===== src/rtl/mb_pkg.sv =====
// Shared types and bus-mode constants for the PSG bus sequencer.
// Phase order and AY-3-8910 style BDIR/BC encodings live here.
package mb_pkg;

  typedef enum logic [2:0] {
    ST_IDLE,
    ST_LATCH,
    ST_GAP1,
    ST_WRITE,
    ST_GAP2
  } state_e;

  localparam logic [1:0] BUS_INACTIVE = 2'b00;
  localparam logic [1:0] BUS_WRITE    = 2'b10;
  localparam logic [1:0] BUS_LATCH    = 2'b11;

  function automatic state_e next_phase(state_e s);
    case (s)
      ST_LATCH: return ST_GAP1;
      ST_GAP1:  return ST_WRITE;
      ST_WRITE: return ST_GAP2;
      default:  return ST_IDLE;
    endcase
  endfunction

  function automatic logic [1:0] bus_mode(state_e s);
    case (s)
      ST_LATCH: return BUS_LATCH;
      ST_WRITE: return BUS_WRITE;
      default:  return BUS_INACTIVE;
    endcase
  endfunction

endpackage


===== src/rtl/psg_rr_arbiter.sv =====
// Two-way round-robin grant between requesters A (0) and B (1).
// A tie goes to whichever requester was not granted last.
module psg_rr_arbiter #(
  parameter int FIRST_GRANT = 0
) (
  input  logic       clk_logic,
  input  logic       reset,
  input  logic [1:0] valid_i,
  input  logic       advance_i,
  output logic [1:0] grant_o
);

  logic last_q;
  logic last_d;

  // Grant decode and last-winner pointer update
  always_comb begin
    grant_o = 2'b00;
    unique case (1'b1)
      (valid_i == 2'b11): grant_o = last_q ? 2'b01 : 2'b10;
      default:            grant_o = valid_i;
    endcase
    last_d = last_q;
    if (advance_i) begin
      last_d = grant_o[1];
    end
  end

  // Pointer starts on the loser so FIRST_GRANT wins the first tie
  always_ff @(posedge clk_logic) begin
    if (reset) begin
      last_q <= (FIRST_GRANT == 0);
    end else begin
      last_q <= last_d;
    end
  end

endmodule


===== src/rtl/psg_bus_sequencer.sv =====
// Serialises register writes from two requesters onto a pair of PSGs.
// Each write runs LATCH, GAP1, WRITE, GAP2 on the selected chip only.
module psg_bus_sequencer
  import mb_pkg::*;
#(
  parameter int HOLD_TICKS  = 1,
  parameter int FIRST_GRANT = 0
) (
  input  logic       clk_logic,
  input  logic       reset,
  input  logic       ce_i,
  input  logic       a_valid_i,
  output logic       a_ready_o,
  input  logic       a_chip_i,
  input  logic [3:0] a_reg_i,
  input  logic [7:0] a_data_i,
  input  logic       b_valid_i,
  output logic       b_ready_o,
  input  logic       b_chip_i,
  input  logic [3:0] b_reg_i,
  input  logic [7:0] b_data_i,
  output logic [1:0] psg_bdir_o,
  output logic [1:0] psg_bc_o,
  output logic [7:0] psg_da_o,
  output logic       busy_o,
  output logic       owner_o
);

  localparam logic [3:0] HOLD = 4'(HOLD_TICKS);

  state_e     state_q, state_d;
  logic [3:0] cnt_q, cnt_d;
  logic       chip_q, chip_d;
  logic [3:0] reg_q, reg_d;
  logic [7:0] data_q, data_d;
  logic       owner_q, owner_d;
  logic       busy_q, busy_d;
  logic [1:0] bdir_q, bdir_d;
  logic [1:0] bc_q, bc_d;
  logic [7:0] da_q, da_d;

  logic [1:0] grant;
  logic       idle;
  logic       xfer;
  logic [1:0] mode;

  psg_rr_arbiter #(
    .FIRST_GRANT(FIRST_GRANT)
  ) u_arb (
    .clk_logic(clk_logic),
    .reset    (reset),
    .valid_i  ({b_valid_i, a_valid_i}),
    .advance_i(xfer),
    .grant_o  (grant)
  );

  assign idle      = (state_q == ST_IDLE);
  assign a_ready_o = idle & grant[0] & ~reset;
  assign b_ready_o = idle & grant[1] & ~reset;
  assign xfer      = a_ready_o | b_ready_o;

  // Phase sequencing, request capture and next bus image
  always_comb begin
    state_d = state_q;
    cnt_d   = cnt_q;
    chip_d  = chip_q;
    reg_d   = reg_q;
    data_d  = data_q;
    owner_d = owner_q;
    unique case (state_q)
      ST_IDLE: begin
        if (xfer) begin
          state_d = ST_LATCH;
          cnt_d   = HOLD;
          owner_d = grant[1];
          chip_d  = grant[1] ? b_chip_i : a_chip_i;
          reg_d   = grant[1] ? b_reg_i  : a_reg_i;
          data_d  = grant[1] ? b_data_i : a_data_i;
        end
      end
      default: begin
        if (ce_i) begin
          if (cnt_q == 4'd1) begin
            state_d = next_phase(state_q);
            cnt_d   = HOLD;
          end else begin
            cnt_d = 4'(cnt_q - 4'd1);
          end
        end
      end
    endcase

    mode           = bus_mode(state_d);
    bdir_d         = BUS_INACTIVE;
    bc_d           = BUS_INACTIVE;
    bdir_d[chip_d] = mode[1];
    bc_d[chip_d]   = mode[0];
    busy_d         = (state_d != ST_IDLE);
    da_d           = da_q;
    if (state_d == ST_LATCH) begin
      da_d = {4'h0, reg_d};
    end else if (state_d == ST_WRITE) begin
      da_d = data_d;
    end
  end

  // State and registered bus outputs
  always_ff @(posedge clk_logic) begin
    if (reset) begin
      state_q <= ST_IDLE;
      cnt_q   <= 4'd0;
      chip_q  <= 1'b0;
      reg_q   <= 4'h0;
      data_q  <= 8'h00;
      owner_q <= 1'b0;
      busy_q  <= 1'b0;
      bdir_q  <= BUS_INACTIVE;
      bc_q    <= BUS_INACTIVE;
      da_q    <= 8'h00;
    end else begin
      state_q <= state_d;
      cnt_q   <= cnt_d;
      chip_q  <= chip_d;
      reg_q   <= reg_d;
      data_q  <= data_d;
      owner_q <= owner_d;
      busy_q  <= busy_d;
      bdir_q  <= bdir_d;
      bc_q    <= bc_d;
      da_q    <= da_d;
    end
  end

  assign psg_bdir_o = bdir_q;
  assign psg_bc_o   = bc_q;
  assign psg_da_o   = da_q;
  assign busy_o     = busy_q;
  assign owner_o    = owner_q;

endmodule


===== config.mk =====
export PLATFORM = sky130hd
export DESIGN_NAME = psg_bus_sequencer
export DESIGN_NICKNAME = d
export VERILOG_FILES = /design/src/rtl/mb_pkg.sv /design/src/rtl/psg_rr_arbiter.sv /design/src/rtl/psg_bus_sequencer.sv
export SDC_FILE = /design/constraint.sdc
export NUM_CORES = 1
export LEC_CHECK = 0
export BUFFER_PORTS_ARGS = -buffer_cell sky130_fd_sc_hd__buf_2
export CAP_MARGIN = 0
export CORE_UTILIZATION = 55
export CTS_BUF_LIST = sky130_fd_sc_hd__clkbuf_16
export DETAILED_ROUTE_END_ITERATION = 8
export PLACE_DENSITY = 0.83
export SYNTH_ARGS = -nofsm -noshare
export SYNTH_HDL_FRONTEND = slang
export SYNTH_SLANG_ARGS = --single-unit

===== constraint.sdc =====
create_clock -name clk_logic -period 5.68 [get_ports clk_logic]
set_clock_uncertainty 0.1 [all_clocks]
set_input_delay 0.852 -clock clk_logic [delete_from_list [all_inputs] [get_ports clk_logic]]
set_output_delay 0.852 -clock clk_logic [all_outputs]
set_load 0.005 [all_outputs]

==> metrics.txt, run 1 <==
DP HPWL 2.535 mm; Die Wd 57.11 um; CTS Sinks 35; Root Buffer clkbuf_16; largest net degree at the start of global routing 29; post-DR wirelength/cell 13.55 um; max-capacitance violation count 0; Mapped Avg Cell Area 8.610 um^2; Clock Power Share 38.9%; floorplan row count 19; cell taking the most area after synthesis dfxtp_1; post-route minimum period 3285 ps; Post-synth EDFFs 0; die height 57.11 um; actual slew at the worst max-slew pin 773.0 ps; Critical path buffers and inverters 2; Syn Nets 227; first-pass GRT wire length 6.120 mm; GRT Util Overall 24.60%; met2 GRT Util 39.50%; worst endpoint required time 4730 ps; total CTS buffers 5; most used flip-flop cell after synthesis dfxtp_1; crit path capture type output pin; Worst-path clk slew 50 ps; Switching Share 26.19%; RSZ-0062 raised after global routing no; CP delay by family, top simple AND/OR/NAND/NOR gates; P per Cell Area 321.6 nW/um^2; Synth cell types 39; P_sw 0.1680 mW; cell chain of the critical path buf_2, nor4_4, and3_1, buf_2; Design Area, Final 1994 um^2; combinational share of power 17.1%; share of cells above drive strength 1 27.12%; status finished, violations left; initial antenna violation count 0; H-tree levels 2; Initial Util 59.55%; worst skew pair latency 280 ps; gr busiest metal met2; critical setup path kind primary input to output pin; period utilisation layout 57.84%; die area 3262 um^2; # nets final 269; critical path fanouts, max 28; Max rail drop VDD 0.2001 mV; share of the synthesized area in the top cell type 41.95%; CTS Buffer Depth 2; Sequential Power Share 44.0%; number of global-route vias before repair 1406; final antenna-violating net count 0; Yosys reg bits 35; Vias 1521; Avg Vias per Cell 5.697; DP Area 1861 um^2; final setup fails 0; Initial DRC Count 76; core footprint 2805 um^2; RD Place Congestion 0.7658; Startpoint Class primary input; Achievable Freq 0.3044 GHz; CTS tree done; Max stage delay on crit path 740 ps; total gr overflow 0; failing checks DRC; Max Slew Vio Count 0; Antenna Cells 0; Crit path arrival time 2330 ps; ranking of synthesized cells by area dfxtp_1 42%, a21oi_1 6.3%, nand2_1 6.3%; Fill cells 231; Int Power 0.4733 mW; post-CTS sizing 0; I/O pins 47; relative slew slack 48.35%; Commonest cells post-synth 35 x dfxtp_1, 28 x nand2_1, 21 x a21oi_1; Detailed Route WL 3.617 mm; met1 usage 31.22%; slowest stage cell, crit path nor4_4; I/O Buffers 46; Hold Buf Count CTS 0; met3 usage 5.442%; Most Frequent Cell on Critical Path buf_2; setup tns final 0 ps; Area Overhead vs Synth 19.40%; most common cell in the netlist dfxtp_1; yosys synthesis warning count 0; LEAKAGE 0.8455 nW; TritonRoute pass-1 iters 6; final hold vios 0; WHS 369.6 ps; Post-Syn Instances 194; worst hold path type flip-flop to flip-flop; asr flop ratio synth 0%; register area share after synthesis 41.95%; Remaining DRCs 6; Mapped Area 1670 um^2; postcts setup bufs 0
==> kinds of logic after synthesis <==
logic type / share of synthesized area, %
AND/OR/NAND/NOR: 25.69
adder cells (fa/ha/maj): 1.498
multiplexers: 0.5993
flip-flops: 41.95
buffers and inverters: 5.617
AO/OA/AOI/OAI: 24.64
==> tightest hold or removal path, stage by stage (launching register included) <==
cell and delay, ps:
dfxtp_1 300, nand2b_1 60, a21oi_1 60
==> final cells by class <==
| class | instances | area (um^2) | share of cell area (%) |
|---|---|---|---|
| Tap cell | 31 | 38.79 | 1.945 |
| Clock inverter | 2 | 8.758 | 0.4391 |
| Sequential cell | 35 | 700.7 | 35.13 |
| Clock buffer | 5 | 125.1 | 6.274 |
| Inverter | 4 | 15.01 | 0.7528 |
| Timing Repair Buffer | 46 | 230.2 | 11.54 |
| Multi-Input combinational cell | 144 | 875.8 | 43.91 |
==> path summary, 6_finish.rpt <==
| path | start | end | slack, ps | cells after the start |
|---|---|---|---|---|
| setup reg to reg | state_q[0] | psg_bc_o[1] | 3180 | 5 |
| hold / removal | psg_da_o[6] | psg_da_o[6] | 370 | 2 |
| hold reg to reg | psg_da_o[6] | psg_da_o[6] | 370 | 2 |
| setup / recovery | reset | a_ready_o | 2390 | 4 |
==> flip-flops by register name, summed over array words and instances (netlist names) <==
register / count
busy_o: 1
chip_q: 1
cnt_q: 4
data_q: 8
owner_o: 1
psg_bc_o: 2
psg_bdir_o: 2
psg_da_o: 8
reg_q: 4
state_q: 3
u_arb.last_q: 1
==> layout by cell type (no fill, tap or decap), types with 2 or more instances in the layout <==
master	count
buf_2	46
o21ai_0	9
nand2_1	28
nor2b_1	2
nor2_1	17
a31oi_1	5
o22ai_1	4
a311oi_2	3
dfxtp_1	35
nand3_1	5
ha_1	2
inv_1	4
nand2b_1	11
and3_1	2
o2111ai_1	4
nand3b_1	3
and2_1	5
a21oi_1	21
clkbuf_16	5
or3_1	2
a211oi_2	4
==> power by group through the flow <==
| stage | clock, mW | combinational, mW | sequential (mW) |
|---|---|---|---|
| 2_1_floorplan | 0 | 0.0810 | 0.284 |
| 3_3_place_gp | 0 | 0.106 | 0.286 |
| 3_5_place_dp | 0 | 0.108 | 0.286 |
| 4_1_cts | 0.253 | 0.109 | 0.282 |
| 5_1_grt | 0.264 | 0.123 | 0.284 |
| 6_report | 0.250 | 0.109 | 0.282 |
==> stage by stage <==
step                      instances  worst slack (ps)  util [%]  total power, mW
after floorplan                 194              3050         -           0.3651
after global placement          260              2451     66.32           0.3913
after detailed placement        260              2399     66.32           0.3946
after CTS                       267              2399     71.10           0.6441
after global routing            267              2285     71.10           0.6708
final                           267              2395     71.10           0.6413
==> per-layer routing <==
layer | up-vias | part of all wire (%)
met5 | - | 0
met4 | 0 | 1.9
met3 | 7 | 4.9
met2 | 45 | 46
met1 | 691 | 47
li1 | 778 | -
No activity file was read; power rests on OpenSTA's default activity.
==> run 2, diff against run 1 <==
--- a/config.mk
+++ b/config.mk
@@ -7,10 +7,10 @@
 export LEC_CHECK = 0
 export BUFFER_PORTS_ARGS = -buffer_cell sky130_fd_sc_hd__buf_2
 export CAP_MARGIN = 0
-export CORE_UTILIZATION = 55
+export CORE_UTILIZATION = 51
 export CTS_BUF_LIST = sky130_fd_sc_hd__clkbuf_16
 export DETAILED_ROUTE_END_ITERATION = 8
-export PLACE_DENSITY = 0.83
+export PLACE_DENSITY = 0.77
 export SYNTH_ARGS = -nofsm -noshare
 export SYNTH_HDL_FRONTEND = slang
 export SYNTH_SLANG_ARGS = --single-unit
==> constraint.sdc (replaced) <==
create_clock -name clk_logic -period 3.2 [get_ports clk_logic]
set_clock_uncertainty 0.1 [all_clocks]
set_input_delay 0.48 -clock clk_logic [delete_from_list [all_inputs] [get_ports clk_logic]]
set_output_delay 0.48 -clock clk_logic [all_outputs]
set_load 0.005 [all_outputs]
==> run 2 against run 1 <==
  * The flow now finishes without violations
  * Die area increased by 7.6%
  * Worst setup slack got worse by 1500 ps
  * Core utilization decreased by 5.3 points
  * Cell count increased by 5.6%
  * Register-to-register slack got worse by 2100 ps
  * Sequential power increased by 77%
  * Global-route usage decreased by 1.2 points
  * Critical path type unchanged
  * Critical endpoint unchanged
  * Largest cell class unchanged
  * Highest routed layer unchanged
==> metrics.txt, run 2 (same netlist as run 1, synthesis figures left out) <==
Achievable Freq 0.4321 GHz; worst hold path type flip-flop to flip-flop; CTS Sinks 35 (unchanged); final setup fails 0 (unchanged); share of cells above drive strength 1 27.31% (+0.19 points); DP Cell Count 274 (+5.4%); actual slew at the worst max-slew pin 698.2 ps (-74.82 ps); Hold Buf Count CTS 0 (unchanged); critical path fanouts, max 28 (unchanged); final hold vios 0 (unchanged); Sequential Power Share 43.3% (-0.7 points); GRT Util Overall 23.39% (-1.2 points); post-CTS sizing 0 (unchanged); LEAKAGE 0.8483 nW (+0.33%); Crit path arrival time 1730 ps (-600 ps); commonest non-fill, non-tap cell in the layout buf_2; Root Buffer clkbuf_16; Clock Power Share 39.8% (+0.9 points); Avg Vias per Cell 5.348 (-6.1%); worst setup margin 885.6 ps (-1509 ps); P_sw 0.3090 mW (+84%); period utilisation layout 72.33%; Vias 1508 (-0.85%); Fill cells 270 (+17%); die area 3508 um^2 (+7.6%); Initial DRC Count 66 (-13%); DP HPWL 2.578 mm (+1.7%); max-capacitance violation count 0 (unchanged); Startpoint Class primary input; post-DR wirelength/cell 12.98 um (-4.2%); Remaining DRCs 0 (-6); P per Cell Area 569.9 nW/um^2 (+77%); postcts setup bufs 0 (unchanged); Worst-path clk slew 50 ps (about the same); Reg area 700.7 um^2 (unchanged); I/O pins 47 (unchanged); TritonRoute pass-1 iters 4 (-2); Max rail drop VDD 0.3755 mV (+88%); floorplan row count 20 (+1); # nets final 270 (+0.37%); Antenna Cells 0 (unchanged); final antenna-violating net count 0 (unchanged); Area Overhead vs Synth 21.20%; core footprint 3078 um^2 (+9.7%); number of global-route vias before repair 1404 (-0.14%); Non-Filler Instances 282 (+5.6%); RD Place Congestion 0.7887 (+3.0%); setup tns final 0 ps (unchanged); Detailed Route WL 3.659 mm (+1.2%); total CTS buffers 5 (unchanged); largest net degree at the start of global routing 29 (unchanged); Switching Share 26.78% (+0.59 points); relative slew slack 53.35% (+5.0 points); CTS tree done; Initial Util 54.27% (-5.3 points); initial antenna violation count 0 (unchanged); WHS 372.1 ps (+2.500 ps); status complete, no violations; CTS Buffer Depth 2 (unchanged); total gr overflow 0 (unchanged); crit path capture type output pin; I/O Buffers 46 (unchanged); RSZ-0062 raised after global routing no; die height 59.23 um (+3.7%); Design Area, Final 2024 um^2 (+1.5%); DP Area 1884 um^2 (+1.3%); pre-CTS setup slack 757.2 ps (-1641 ps); worst skew pair latency 280 ps (about the same); Max Slew Vio Count 0 (unchanged); area of the multi-input gates 875.8 um^2 (unchanged); worst endpoint required time 2620 ps (-2110 ps); Die Wd 59.23 um (+3.7%); commonest cells after routing, fill and taps aside 46 x buf_2, 35 x dfxtp_1, 28 x nand2_1; combinational share of power 17.0% (about the same); H-tree levels 2 (unchanged); post-route minimum period 2314 ps; Int Power 0.8448 mW (+78%); first-pass GRT wire length 6.072 mm (-0.78%); critical setup path kind primary input to output pin
run 2: cell type report:
cell class                 instances  area share [%]
tap                               44           2.719
clock buffer                       5           6.180
inverter                           4          0.7417
sequential                        35           34.61
multi-input combinational        144           43.26
clock inverter                     3          0.7417
timing repair buffer              47           11.74
run 2: final timing paths:
kind	slack, ps	end	startpoint	cells after the start
worst min register to register	370	psg_da_o[6]	psg_da_o[6]	2
worst min-delay path	370	psg_da_o[6]	psg_da_o[6]	2
worst max register to register	1120	psg_da_o[4]	cnt_q[1]	7
worst max-delay path	890	a_ready_o	reset	5
run 2: metrics by stage:
step / utilization, % / total power [mW]
after detailed placement: 61.22 / 0.7024
after global placement: 61.22 / 0.6985
after CTS: 65.77 / 1.157
after floorplan: - / 0.6481
final: 65.77 / 1.154
after global routing: 65.77 / 1.208
run 2: metal layers:
layer  GRT usage [%]  share of wire (%)  routed length, um  vias up
met2           37.40                 46               1681       43
met4           11.90                1.9                 68        0
met5               0                  0                  0        -
met1           29.02                 47               1722      674
met3           5.895                5.1                187        7
li1                -                  -                  -      784
run 2: power groups by stage:
stage | sequential, mW | combinational, mW | clock, mW
2_1_floorplan | 0.504 | 0.144 | 0
3_3_place_gp | 0.507 | 0.191 | 0
3_5_place_dp | 0.508 | 0.195 | 0
4_1_cts | 0.499 | 0.196 | 0.462
5_1_grt | 0.504 | 0.220 | 0.484
6_report | 0.499 | 0.196 | 0.459
run 2: worst max-delay path, cell delays in order:
cell	delay [ps]
buf_2	290
nor4_4	350
buf_4	240
and3_1	220
buf_2	130
==> run 3, diff against run 2 <==
--- a/config.mk
+++ b/config.mk
@@ -5,12 +5,13 @@
 export SDC_FILE = /design/constraint.sdc
 export NUM_CORES = 1
 export LEC_CHECK = 0
+export ABC_AREA = 1
 export BUFFER_PORTS_ARGS = -buffer_cell sky130_fd_sc_hd__buf_2
 export CAP_MARGIN = 0
 export CORE_UTILIZATION = 51
 export CTS_BUF_LIST = sky130_fd_sc_hd__clkbuf_16
 export DETAILED_ROUTE_END_ITERATION = 8
-export PLACE_DENSITY = 0.77
+export PLACE_DENSITY = 0.78
 export SYNTH_ARGS = -nofsm -noshare
 export SYNTH_HDL_FRONTEND = slang
 export SYNTH_SLANG_ARGS = --single-unit
==> constraint.sdc (replaced) <==
create_clock -name clk_logic -period 2.4 [get_ports clk_logic]
set_clock_uncertainty 0.1 [all_clocks]
set_input_delay 0.36 -clock clk_logic [delete_from_list [all_inputs] [get_ports clk_logic]]
set_output_delay 0.36 -clock clk_logic [all_outputs]
set_load 0.005 [all_outputs]
==> run 3 against run 2 <==
  * Flip-flop and latch count unchanged
  * Power grew 49%
  * Count of clock-buffer cells in the layout unchanged
  * Worst setup slack got worse by 460 ps
  * Hold slack got worse by 11 ps
  * Clock power rose by 31%
  * Via count up 5.8%
  * Non-clock buffer count grew 2
  * Sequential power rose by 38%
  * Die area decreased by 3.1%
  * Core utilization is 1.2 points higher
  * Critical endpoint unchanged
==> metrics.txt, run 3 <==
DP HPWL 2.577 mm (about the same); Non-Filler Instances 323 (+15%); met2 GRT Util 34.98% (-2.4 points); adder-cell share of the synthesized area 1.548% (+0.050 points); post-route minimum period 1970 ps; Post-Synth XOR/XNOR Area 0.5418% (+0.54 points); RSZ-0062 raised after global routing no; share of cells above drive strength 1 24.01% (-3.3 points); initial antenna violation count 0 (unchanged); Area Overhead vs Synth 25.39%; Antenna Cells 0 (unchanged); ranking of synthesized cells by area dfxtp_1 43%, nand2_1 15%, nor2_1 8.4%; critical setup path kind flip-flop to output pin; pre-CTS setup slack 390.9 ps (-366.3 ps); most used flip-flop cell after synthesis dfxtp_1; commonest non-fill, non-tap cell in the layout nand2_1; Synth cell types 27 (-31%); CTS Sinks 35 (unchanged); RD Place Congestion 0.8466 (+7.3%); met3 usage 4.835% (-1.1 points); Root Buffer clkbuf_16; commonest cells after routing, fill and taps aside 65 x nand2_1, 46 x buf_2, 36 x nor2_1; post-DR wirelength/cell 11.12 um (-14%); I/O Buffers 46 (unchanged); Mapped Area 1617 um^2 (-3.2%); GRT Util Overall 23.24% (-0.15 points); Hold Buf Count CTS 0 (unchanged); multiplexer share of the synthesized area 0.6192% (+0.020 points); P per Cell Area 850.0 nW/um^2 (+49%); Reg area 700.7 um^2 (unchanged); die height 58.30 um (-1.6%); largest family of logic cells by synthesized area simple AND/OR/NAND/NOR gates; Die Wd 58.30 um (-1.6%); Achievable Freq 0.5076 GHz; worst skew pair latency 280 ps (about the same); Initial Util 53.39% (-0.88 points); core footprint 3028 um^2 (-1.6%); final hold vios 0 (unchanged); final antenna-violating net count 0 (unchanged); DP Cell Count 315 (+15%); worst hold path type primary input to flip-flop; Detailed Route WL 3.592 mm (-1.8%); Vias 1596 (+5.8%); total gr overflow 0 (unchanged); Fill cells 302 (+12%); Startpoint Class flip-flop; CTS tree done; Mapped Avg Cell Area 7.059 um^2 (-18%); setup tns final 0 ps (unchanged); crit path capture type output pin; Initial DRC Count 98 (+48%); H-tree levels 2 (unchanged); most common cell in the netlist nand2_1; Design Area, Final 2027 um^2 (+0.12%); first-pass GRT wire length 5.885 mm (-3.1%); Crit path arrival time 1510 ps (-220 ps); yosys synthesis warning count 0 (unchanged); postcts setup bufs 0 (unchanged); Worst-path clk slew 50 ps (about the same); Compound-Gate Fraction of Synth Area 12.00% (-13 points); total CTS buffers 5 (unchanged); LEAKAGE 1.016 nW (+20%); cell taking the most area after synthesis dfxtp_1; Post-synth EDFFs 0 (unchanged); post-CTS sizing 0 (unchanged); simple-gate share of the synthesized area 35.14% (+9.4 points); share of the synthesized area in the top cell type 43.34% (+1.4 points); Commonest cells post-synth 65 x nand2_1, 36 x nor2_1, 35 x dfxtp_1; status complete, no violations; gr busiest metal met2; # nets final 311 (+15%); Max rail drop VDD 0.5541 mV (+48%); worst endpoint required time 1940 ps (-680 ps); met1 usage 30.78% (+1.8 points); worst setup margin 429.8 ps (-455.7 ps); Yosys reg bits 35 (unchanged); floorplan row count 20 (unchanged); I/O pins 47 (unchanged); actual slew at the worst max-slew pin 324.8 ps (-373.4 ps); max-capacitance violation count 0 (unchanged); final setup fails 0 (unchanged); TritonRoute pass-1 iters 4 (unchanged); number of global-route vias before repair 1352 (-3.7%); relative slew slack 78.18% (+25 points); Syn Nets 262 (+15%); period utilisation layout 82.09%; die area 3399 um^2 (-3.1%); critical path fanouts, max 16 (-43%); register area share after synthesis 43.34% (+1.4 points); CTS Buffer Depth 2 (unchanged); DP Area 1891 um^2 (+0.33%); asr flop ratio synth 0% (unchanged); Max Slew Vio Count 0 (unchanged); largest net degree at the start of global routing 23 (-21%); area of the multi-input gates 805.8 um^2 (-8.0%); Avg Vias per Cell 4.941 (-7.6%); Remaining DRCs 0 (unchanged); Post-Syn Instances 229 (+18%)
-- run 3: cell families after synthesis --
kind of cell             count (synthesis)
AO/OA/AOI/OAI                           32
XOR/XNOR                                 1
adder cells (fa/ha/maj)                  2
buffers and inverters                   27
flip-flops                              35
multiplexers                             1
AND/OR/NAND/NOR                        131
-- run 3: path summary, 6_finish.rpt --
path                            slack, ps     endpoint         start  depth (start not counted)
worst max-delay path                  430    a_ready_o  u_arb.last_q                          5
worst min-delay path                  360     reg_q[2]    b_reg_i[2]                          5
worst max register to register        580  psg_da_o[0]  u_arb.last_q                          9
worst min register to register        380     reg_q[0]      reg_q[0]                          2
-- run 3: worst max-delay path, cell delays in order (launching register included) --
cell	delay (ps)
dfxtp_1	320
nand2_1	80
nand2_4	170
inv_2	170
nor3_1	310
buf_2	180
-- run 3: metrics by stage --
step / util (%) / hold slack, ps / power [mW]
detailed placement: 62.44 / 370.4 / 1.135
floorplan: - / 336.5 / 1.009
global route: 66.94 / 380.6 / 1.826
global placement: 62.44 / 356.5 / 1.131
finish: 66.94 / 360.9 / 1.723
CTS: 66.94 / 355.5 / 1.737
-- run 3: layout make-up --
class                           count  share of cell area [%]
Multi-Input combinational cell    167                   39.75
Clock inverter                      3                  0.5556
Tap cell                           44                   2.716
Timing Repair Buffer               49                   12.47
Sequential cell                    35                   34.57
Inverter                           20                   3.765
Clock buffer                        5                   6.173
-- run 3: power by group --
group          switching (mW)  internal (mW)
Sequential             0.0327          0.657
Combinational           0.273          0.162
Clock                   0.226          0.373
Total                   0.531           1.19
-- run 3: routing by layer --
metal	vias up	share of wire, %
met5	-	0
li1	830	-
met1	716	46
met3	9	5.2
met4	0	2.4
met2	41	47
